===== src/rtl/serial_crc_ccitt_dual.sv =====
// serial_crc_ccitt_dual: dual bit-serial CRC-16-CCITT LFSR (per-bit and vector styles); `CRC_CHECK_EN adds crc_ok/crc_mismatch
module serial_crc_ccitt_dual #(
  parameter logic [15:0] POLY = 16'h1021,
  parameter logic [15:0] SEED = 16'hFFFF
) (
  input  logic        clk,
  input  logic        reset,
  input  logic        enable,
  input  logic        init,
  input  logic        data_in,
  output logic [15:0] bad,
  output logic [15:0] good
`ifdef CRC_CHECK_EN
  ,
  output logic        crc_ok,
  output logic        crc_mismatch
`endif
);
  logic [15:0] r_bad;
  logic [15:0] r_good;
  logic        w_fb_bad;
  logic        w_fb_good;
  assign w_fb_bad  = data_in ^ r_bad[15];
  assign w_fb_good = data_in ^ r_good[15];
  assign bad  = r_bad;
  assign good = r_good;
  // legacy copy: each register bit shifts from its neighbour and picks up feedback where POLY has a tap
  always_ff @(posedge clk or posedge reset) begin
    if (reset) r_bad <= SEED;
    else if (enable && init) r_bad <= SEED;
    else if (enable) begin
      r_bad[0]  <= w_fb_bad & POLY[0];
      r_bad[1]  <= r_bad[0]  ^ (w_fb_bad & POLY[1]);
      r_bad[2]  <= r_bad[1]  ^ (w_fb_bad & POLY[2]);
      r_bad[3]  <= r_bad[2]  ^ (w_fb_bad & POLY[3]);
      r_bad[4]  <= r_bad[3]  ^ (w_fb_bad & POLY[4]);
      r_bad[5]  <= r_bad[4]  ^ (w_fb_bad & POLY[5]);
      r_bad[6]  <= r_bad[5]  ^ (w_fb_bad & POLY[6]);
      r_bad[7]  <= r_bad[6]  ^ (w_fb_bad & POLY[7]);
      r_bad[8]  <= r_bad[7]  ^ (w_fb_bad & POLY[8]);
      r_bad[9]  <= r_bad[8]  ^ (w_fb_bad & POLY[9]);
      r_bad[10] <= r_bad[9]  ^ (w_fb_bad & POLY[10]);
      r_bad[11] <= r_bad[10] ^ (w_fb_bad & POLY[11]);
      r_bad[12] <= r_bad[11] ^ (w_fb_bad & POLY[12]);
      r_bad[13] <= r_bad[12] ^ (w_fb_bad & POLY[13]);
      r_bad[14] <= r_bad[13] ^ (w_fb_bad & POLY[14]);
      r_bad[15] <= r_bad[14] ^ (w_fb_bad & POLY[15]);
    end
  end
  // corrected copy: whole-vector shift with POLY xored in when feedback is set
  always_ff @(posedge clk or posedge reset) begin
    if (reset) r_good <= SEED;
    else if (enable && init) r_good <= SEED;
    else if (enable) r_good <= {r_good[14:0], 1'b0} ^ (w_fb_good ? POLY : 16'h0000);
  end
`ifdef CRC_CHECK_EN
  logic r_crc_ok;
  logic r_crc_mismatch;
  assign crc_ok       = r_crc_ok;
  assign crc_mismatch = r_crc_mismatch;
  // residue flag trails good by one cycle; mismatch is sticky until reset or reseed
  always_ff @(posedge clk or posedge reset) begin
    if (reset) begin
      r_crc_ok       <= 1'b0;
      r_crc_mismatch <= 1'b0;
    end else begin
      r_crc_ok       <= (r_good == 16'h0000);
      r_crc_mismatch <= (enable && init) ? 1'b0 : (r_crc_mismatch | (r_bad != r_good));
    end
  end
`endif
endmodule


===== config.mk =====
export PLATFORM = sky130hd
export DESIGN_NAME = serial_crc_ccitt_dual
export DESIGN_NICKNAME = d
export VERILOG_FILES = /design/src/rtl/serial_crc_ccitt_dual.sv
export SDC_FILE = /design/constraint.sdc
export NUM_CORES = 1
export LEC_CHECK = 0
export CORE_MARGIN = 2
export CORE_UTILIZATION = 45
export CTS_BUF_LIST = sky130_fd_sc_hd__clkbuf_16
export CTS_CLUSTER_DIAMETER = 60
export DETAILED_ROUTE_END_ITERATION = 10
export PLACE_DENSITY = 0.84
export SYNTH_ARGS = -nofsm -noshare
export SYNTH_HDL_FRONTEND = slang
export SYNTH_SLANG_ARGS = --single-unit

===== constraint.sdc =====
create_clock -name clk -period 1.5 [get_ports clk]
set_clock_uncertainty 0.1 [all_clocks]
set_input_delay 0.3 -clock clk [delete_from_list [all_inputs] [get_ports clk]]
set_output_delay 0.3 -clock clk [all_outputs]
set_load 0.03 [all_outputs]

==> metrics.md, run 1 <==
| Metric | Value |
|---|---|
| Outcome | finished with violations |
| Violated checks | design-rule violations |
| Place WS | -0.0676 ns |
| Mapped Nets | 120 |
| Worst hold path stage count | 2 |
| Crit path depth | 1 |
| Die width | 58.6 microns |
| Num ports | 37 |
| Die Y | 58.6 microns |
| Final WL | 2570 microns |
| Worst Path Arrival | 1.04 ns |
| TritonCTS Buffers | 5 |
| Synth top area cells | dfstp_2, nor2_1, o22a_1, a21oi_1, xnor3_1 |
| Synth async-reset ratio | 100% |
| Peak VDD IR | 0.779 mV |
| WS Path Type | reg -> out |
| Post-synth EDFFs | 0 |
| WHS | 0.399 ns |
| Via count | 989 |
| CP Launch Type | register |
| Root Buffer Master | clkbuf_16 |
| Hpwl dp | 1780 microns |
| Htree depth | 2 |
| CP peak stage delay | 0.59 ns |
| Global-route wire length before repair | 4290 microns |
| Worst-Margin Slew | 0.231 ns |
| Slew HR | 84.6% |
| Synthesis Warnings | 0 |
| Leak | 0.795 nW |
| Full die area | 3440 sq um |
| Vias per cell | 5.12 |
| Pwr dens | 1200 nW/um^2 |
| Drt first-iter violations | 41 |
| Main flop type after synthesis | dfstp_2 |
| Synth cell count leaders | nor2_1, dfstp_2, a21oi_1 |
| Layout net count | 166 |
| Worst EP required | 1.10 ns |
| Synth-to-layout area growth | 37.5% |
| CTS Sinks | 32 |
| Non-Filler Instances | 193 |
| Initial DRT Pass Iterations | 7 |
| WP buf/inv | 1 |
| Layout cell share with drive strength beyond 1 | 49.4% |
| Fillers | 233 |
| Top delay family on crit path | flip-flops |
| Clk buf depth | 2 |
| Seq cells post-synth | 32 |
| CTS tree | yes |
| Number of global-route vias before repair | 938 |
| WL per Instance | 13.3 microns |
| Ant diodes | 0 |
| Placer Congestion | 0.742 |
| Worst Slack Setup Final | 0.0583 ns |
| Hold Vio Cnt, Final | 0 |
| RSZ-0062 raised after global routing | no |
| R2R depth | 2 |
| Total power | 2.22 mW |
| Post-synthesis cell type count | 11 |
| Placed instance area | 1710 sq um |
| Top-area cell type share of the netlist area | 62.6% |
| Initial antenna violation count | 0 |
| Inst Count DP | 185 |
| Hold Buf Count CTS | 0 |
| # setup viols final | 0 |
| Fin crit share | 96.1% |
| Worst Hold Class | reg -> reg |
| Sequential area share after synthesis | 62.6% |
| CP Cell Sequence | buf_4 |
| Largest net degree at the start of global routing | 33 |
| Max-cap viol count | 0 |
| Area leader, netlist | dfstp_2 |
| Postcts setup bufs | 0 |
| CP max-delay cell | dfstp_2 |
| Gr usage total | 16.9% |
| Post-route design area | 1850 sq um |
| Final max-slew violation count | 0 |
| Post-route ant nets | 0 |
| Reg2Reg Setup Slack | 0.24 ns |
| Post-Synthesis Cells | 115 |
| Std-Cell Rows | 19 |
| CTS clock-pin slew for the worst setup and hold paths | 0.05 ns |
| Skew-Pair Late Insertion Delay | 0.27 ns |
| Min Clock Period, post-route | 1.44 ns |
| Port Buffers | 36 |
| Grt ovf | 0 |
| Drt drc | 5 |
| Initial Util | 47.9% |
| Core area | 2810 sq um |
| CTS resizes | 0 |
| Top-count cell post-synth | nor2_1 |
| Peak Freq | 694 MHz |
| Element type at the critical path end | primary output |
| Setup_tns | 0 ns |
| CP max FO | 5 |
| Final Util | 65.9% |
| Syn_area_per_cell | 11.7 sq um |
| Netlist Area Pre-Place | 1340 sq um |
## cell usage in the layout (no fill, tap or decap), drive strengths merged
cell type      instances
a21oi                 20
buf                   43
clkbuf                 5
clkdlybuf4s50          4
clkinv                 1
dfstp                 32
inv                    3
nand2b                 1
nor2                  34
nor2b                  1
o22a                  12
xnor2                  2
xnor3                  4
## sequential cells by signal, summed over array words and instances (netlist names)
register  count
good         16
bad          16
## power by group
part	internal (mW)	leakage, nW	switching (mW)
Clock	0.593	0.0738	0.316
Sequential	0.948	0.337	0.0406
Combinational	0.136	0.384	0.187
Total	1.68	0.795	0.543
## cell families after synthesis
| kind of cell | synth area share [%] |
|---|---|
| xor+xnor | 8.01 |
| compound gates | 15.3 |
| simple gates | 10.4 |
| buf+inv | 3.72 |
| flops | 62.6 |
## layout make-up
class | instances | area (sq um) | area share (%)
Sequential cell | 32 | 841 | 45.5
Multi-Input combinational cell | 74 | 453 | 24.5
Timing Repair Buffer | 47 | 375 | 20.3
Clock buffer | 5 | 125 | 6.77
Tap cell | 31 | 38.8 | 2.10
Clock inverter | 3 | 11.3 | 0.609
Inverter | 1 | 3.75 | 0.203
## per-layer routing
layer / vias up / GRT usage (%) / share of wire (%)
met4: 0 / 6.82 / 1.1
met1: 474 / 20.1 / 44
met5: - / 0 / 0
met3: 4 / 7.03 / 7.5
met2: 32 / 27.1 / 48
li1: 479 / - / -
## final timing paths
kind,start,end
worst max-delay path,good[15],good[15]
worst min-delay path,good[0],good[0]
worst max register to register,good[11],good[12]
worst min register to register,good[0],good[0]
max in group asynchronous,reset,good[14]
min in group asynchronous,reset,bad[7]
(Power assumes the default switching activity.)
==> run 2: changes to the inputs <==
--- a/config.mk
+++ b/config.mk
@@ -11,6 +11,7 @@
 export CTS_CLUSTER_DIAMETER = 60
 export DETAILED_ROUTE_END_ITERATION = 10
 export PLACE_DENSITY = 0.84
+export RECOVER_POWER = 25
 export SYNTH_ARGS = -nofsm -noshare
 export SYNTH_HDL_FRONTEND = slang
 export SYNTH_SLANG_ARGS = --single-unit
==> run 2 against run 1 <==
  * The run still ends with design-rule violations left
  * Sequential power about the same
  * Combinational power down 2%
  * Non-clock buffer count unchanged
  * Core utilization down 0.54 points
  * Clock-buffer cell count is the same
  * Clock power barely moved
  * Critical path type unchanged
  * Highest routed layer unchanged
==> metrics.md, run 2 (same netlist as run 1, synthesis figures left out) <==
| Metric | Value |
|---|---|
| WS Path Type | reg -> out |
| Top delay family on crit path | flip-flops |
| R2R Path Start | good[11] |
| Sw Ratio | 24.5% (+0.029 points) |
| Initial DRT Pass Iterations | 7 (unchanged) |
| Fin crit share | 96.1% (unchanged) |
| RSZ-0062 raised after global routing | no |
| Die width | 58.6 microns (unchanged) |
| Synth-to-layout area growth | 36.4% |
| Skew-Pair Late Insertion Delay | 0.27 ns (about the same) |
| Worst Path Arrival | 1.04 ns (about the same) |
| Peak Freq | 694 MHz (unchanged) |
| Hold Buf Count CTS | 0 (unchanged) |
| Drt drc | 5 (unchanged) |
| Psw | 543 uW (-0.15%) |
| Postcts setup bufs | 0 (unchanged) |
| Crit path launch | good[15] |
| Register share of total power | 44.6% (about the same) |
| Ant diodes | 0 (unchanged) |
| Element type at the critical path end | primary output |
| Std-Cell Rows | 19 (unchanged) |
| Pwr dens | 1210 nW/um^2 (+0.55%) |
| Pint | 1.67 mW (-0.30%) |
| CTS tree | yes |
| Worst Hold Class | reg -> reg |
| Worst-Margin Slew | 0.733 ns (+0.503 ns) |
| Post-route ant nets | 0 (unchanged) |
| Worst EP required | 1.10 ns (about the same) |
| Total power | 2.21 mW (-0.27%) |
| Full die area | 3440 sq um (unchanged) |
| Num ports | 37 (unchanged) |
| Violated checks | design-rule violations |
| Outcome | finished with violations |
| Min Clock Period, post-route | 1.44 ns (unchanged) |
| Vias per cell | 5.13 (+0.10%) |
| WHS | 0.399 ns (unchanged) |
| Port Buffers | 36 (unchanged) |
| CP Cell Sequence | buf_4 |
| Fillers | 235 (+0.86%) |
| CTS resizes | 0 (unchanged) |
| Worst hold path stage count | 2 (unchanged) |
| Crit path depth | 1 (unchanged) |
| Drt first-iter violations | 41 (unchanged) |
| Max-cap viol count | 0 (unchanged) |
| WL per Instance | 13.3 microns (unchanged) |
| CP max-delay cell | dfstp_2 |
| CP max FO | 5 (unchanged) |
| # setup viols final | 0 (unchanged) |
| Final WL | 2570 microns (unchanged) |
| Commonest non-fill, non-tap cells in the layout | buf_4, nor2_1, dfstp_2, a21oi_1, o22a_1 |
| CTS Sinks | 32 (unchanged) |
| Root Buffer Master | clkbuf_16 |
| Clk buf depth | 2 (unchanged) |
| TritonCTS Buffers | 5 (unchanged) |
| Placer Congestion | 0.742 (unchanged) |
| CTS clock-pin slew for the worst setup and hold paths | 0.05 ns (about the same) |
| Grt ovf | 0 (unchanged) |
| Htree depth | 2 (unchanged) |
| Initial Util | 47.9% (unchanged) |
| Min-delay src | good[0] |
| Final max-slew violation count | 0 (unchanged) |
| CP Launch Type | register |
| Die Y | 58.6 microns (unchanged) |
| Peak VDD IR | 0.779 mV (about the same) |
| CP peak stage delay | 0.59 ns (about the same) |
| Hpwl dp | 1780 microns (unchanged) |
| Number of global-route vias before repair | 938 (unchanged) |
| Slew HR | 51.1% (-33 points) |
| Global-route wire length before repair | 4290 microns (unchanged) |
| Commonest non-fill, non-tap cell in the layout | buf_4 |
| Hold Vio Cnt, Final | 0 (unchanged) |
| Leak | 0.790 nW (-0.63%) |
| Via count | 990 (+0.10%) |
| Core area | 2810 sq um (unchanged) |
| Largest net degree at the start of global routing | 33 (unchanged) |
| Gr usage total | 16.9% (unchanged) |
| Gate power share | 14.3% (-0.2 points) |
| Layout cell share with drive strength beyond 1 | 49.4% (unchanged) |
| Layout net count | 166 (unchanged) |
| Initial antenna violation count | 0 (unchanged) |
| WP buf/inv | 1 (unchanged) |
| R2R depth | 2 (unchanged) |
| Clock power share | 41.1% (about the same) |
-- run 2: cell type report --
type	count	area, sq um	share of cell area (%)
Sequential cell	32	841	45.9
Multi-Input combinational cell	74	453	24.7
Timing Repair Buffer	47	360	19.7
Clock buffer	5	125	6.83
Tap cell	31	38.8	2.12
Clock inverter	3	11.3	0.614
Inverter	1	3.75	0.205
-- run 2: power by group through the flow --
stage                     Clock, mW  Combinational [mW]  Sequential, mW
after global placement            0               0.319           0.996
after detailed placement          0               0.324           0.999
after global routing          0.984               0.340           0.996
after CTS                     0.935               0.326           0.989
final                         0.909               0.317           0.988
after floorplan                   0               0.110            1.09
-- run 2: final timing paths --
check | end | slack [ns]
min | good[0] | 0.40
max reg2reg | good[12] | 0.24
min reg2reg | good[0] | 0.40
max in group asynchronous | good[14] | 0.30
min in group asynchronous | bad[7] | 0.96
max | good[15] | 0.06
-- run 2: metal layers --
layer	track usage, %	share of wire, %
met5	0	0
met4	6.82	1.1
met3	7.03	7.5
met2	27.1	48
met1	20.1	44
-- run 2: worst register-to-register path, stage by stage, from the launching register on --
cell and delay, ns:
dfstp_2 0.54, xnor3_1 0.38, a21oi_1 0.16
-- run 2: metrics by stage --
step                      TNS [ns]  std cells  setup slack, ns  cell area [sq um]  utilization (%)
final                            0        193           0.0583               1830             65.3
after global routing             0        193           0.0198               1830             65.3
after CTS                        0        193           0.0467               1850             65.9
after detailed placement    -0.538        185          -0.0676               1710             61.0
after global placement      -0.279        185          -0.0289               1710             61.0
after floorplan                  0        115            0.175               1340                -
==> run 3: changes to the inputs <==
--- a/config.mk
+++ b/config.mk
@@ -6,11 +6,11 @@
 export NUM_CORES = 1
 export LEC_CHECK = 0
 export CORE_MARGIN = 2
-export CORE_UTILIZATION = 45
+export CORE_UTILIZATION = 47
 export CTS_BUF_LIST = sky130_fd_sc_hd__clkbuf_16
 export CTS_CLUSTER_DIAMETER = 60
 export DETAILED_ROUTE_END_ITERATION = 10
-export PLACE_DENSITY = 0.84
+export PLACE_DENSITY = 0.86
 export RECOVER_POWER = 25
 export SYNTH_ARGS = -nofsm -noshare
 export SYNTH_HDL_FRONTEND = slang
==> run 3 against run 2 <==
  * The flow now finishes without violations
  * Combinational power is 3% lower
  * Sequential share of layout area increased by 0.83 points
  * Maximum frequency is 0.78% lower
  * Wire length up 4.1%
  * Die area is 4.0% lower
  * Core utilization rose by 0.51 points
  * Global-route usage rose by 2.2 points
  * Flip-flop and latch count did not move
  * Critical path type unchanged
  * Largest cell class unchanged
  * Largest power group unchanged
==> metrics.md, run 3 (same netlist as run 1, synthesis figures left out) <==
| Metric | Value |
|---|---|
| Layout net count | 162 (-2.4%) |
| CP Cell Sequence | buf_4 |
| Via count | 998 (+0.81%) |
| Synth-to-layout area growth | 34.0% |
| Drt drc | 0 (-5) |
| CP max FO | 5 (unchanged) |
| Pwr dens | 1240 nW/um^2 (+2.2%) |
| Leak | 0.768 nW (-2.8%) |
| CTS tree | yes |
| Gr usage total | 19.1% (+2.2 points) |
| Final WL | 2670 microns (+4.1%) |
| Initial DRT Pass Iterations | 5 (-2) |
| Slew HR | 50.0% (-1.1 points) |
| Psw | 559 uW (+3.0%) |
| Register share of total power | 44.4% (-0.2 points) |
| Postcts setup bufs | 0 (unchanged) |
| Htree depth | 2 (unchanged) |
| Peak Freq | 688 MHz (-0.78%) |
| Worst EP required | 1.10 ns (about the same) |
| Gate power share | 13.9% (-0.4 points) |
| TritonCTS Buffers | 5 (unchanged) |
| Std-Cell Rows | 19 (unchanged) |
| Full die area | 3300 sq um (-4.0%) |
| CP max-delay cell | dfstp_2 |
| Final Util | 65.9% (+0.51 points) |
| Placer Congestion | 0.679 (-8.6%) |
| Die width | 57.5 microns (-2.0%) |
| Pint | 1.67 mW (-0.39%) |
| RSZ-0062 raised after global routing | no |
| Root Buffer Master | clkbuf_16 |
| Sw Ratio | 25.1% (+0.62 points) |
| WP buf/inv | 1 (unchanged) |
| Hold Buf Count CTS | 0 (unchanged) |
| Post-route ant nets | 0 (unchanged) |
| Element type at the critical path end | primary output |
| Outcome | complete, no violations |
| Num ports | 37 (unchanged) |
| Initial Util | 49.2% (+1.2 points) |
| Ant diodes | 0 (unchanged) |
| CP Launch Type | register |
| Largest net degree at the start of global routing | 33 (unchanged) |
| Skew-Pair Late Insertion Delay | 0.27 ns (about the same) |
| Final max-slew violation count | 0 (unchanged) |
| Peak VDD IR | 1.10 mV (+41%) |
| # setup viols final | 0 (unchanged) |
| Number of global-route vias before repair | 963 (+2.7%) |
| Worst Path Arrival | 1.05 ns (about the same) |
| Min Clock Period, post-route | 1.45 ns (+0.0114 ns) |
| Total power | 2.22 mW (+0.43%) |
| CTS resizes | 0 (unchanged) |
| Hpwl dp | 1870 microns (+5.3%) |
| Grt ovf | 0 (unchanged) |
| Clock power share | 41.6% (+0.5 points) |
| Fin crit share | 96.9% (+0.76 points) |
| Worst Hold Class | reg -> reg |
| Clk buf depth | 2 (unchanged) |
| Commonest non-fill, non-tap cells in the layout | buf_4, nor2_1, dfstp_2, a21oi_1, o22a_1 |
| Global-route wire length before repair | 4600 microns (+7.1%) |
| CTS Sinks | 32 (unchanged) |
| Post-route design area | 1800 sq um (-1.8%) |
| CTS clock-pin slew for the worst setup and hold paths | 0.05 ns (about the same) |
| Hold Vio Cnt, Final | 0 (unchanged) |
| Port Buffers | 36 (unchanged) |
| Drt first-iter violations | 82 (+100%) |
| Layout cell share with drive strength beyond 1 | 49.0% (-0.34 points) |
| WS Path Type | reg -> out |
| Commonest non-fill, non-tap cell in the layout | buf_4 |
| Core area | 2730 sq um (-2.5%) |
| Worst-Margin Slew | 0.750 ns (+0.0164 ns) |
| CP peak stage delay | 0.59 ns (about the same) |
| Vias per cell | 5.31 (+3.5%) |
| Max-cap viol count | 0 (unchanged) |
| Top delay family on crit path | flip-flops |
| Initial antenna violation count | 0 (unchanged) |
| Setup_tns | 0 ns (unchanged) |
| WL per Instance | 14.2 microns (+6.9%) |
| Placed instance area | 1680 sq um (-1.8%) |
| Die Y | 57.5 microns (-2.0%) |
[run 3: cell types whose count changed in the layout (fill, tap and decap cells not counted)]
cell      change
clkinv_1      -1
buf_4         -4
clkinv_2      +1
inv_1         -1
[run 3: final timing paths]
| kind | slack [ns] | start | cells past startpoint | to |
|---|---|---|---|---|
| max | 0.05 | good[15] | 1 | good[15] |
| min | 0.41 | bad[5] | 2 | bad[5] |
| max reg2reg | 0.25 | bad[4] | 2 | bad[5] |
| min reg2reg | 0.41 | bad[5] | 2 | bad[5] |
| max in group asynchronous | 0.29 | reset | 3 | bad[0] |
| min in group asynchronous | 0.97 | reset | 3 | bad[8] |
[run 3: per-layer routing]
metal  global-route usage (%)  routed length, microns  share of wire (%)
met4                     8.97                      48                1.8
met2                     29.7                    1310                 49
met5                        0                       0                  0
met1                     23.7                    1110                 42
met3                     6.80                     204                7.6
[run 3: cell type report]
cell class | instances | area [sq um]
clock buffers | 5 | 125
clock inverters | 2 | 8.76
fillers | 213 | 933
inverters | 1 | 3.75
multi-input cells | 74 | 453
flip-flops and latches | 32 | 841
well taps | 31 | 38.8
repair buffers | 43 | 330
[run 3: per-stage QoR]
step / worst slack, ns / hold WS [ns] / instances
6_report: 0.0469 / 0.405 / 188
5_1_grt: 0.0248 / 0.415 / 188
4_1_cts: 0.0394 / 0.409 / 188
3_5_place_dp: -0.0986 / 0.402 / 181
3_3_place_gp: -0.0409 / 0.391 / 181
2_1_floorplan: 0.175 / 0.341 / 115
[run 3: power groups by stage]
stage / clock [mW] / combinational (mW) / sequential [mW]
after global routing: 0.994 / 0.331 / 0.996
after global placement: 0 / 0.311 / 0.996
after floorplan: 0 / 0.110 / 1.09
final: 0.926 / 0.309 / 0.989
after detailed placement: 0 / 0.319 / 0.999
after CTS: 0.945 / 0.319 / 0.989
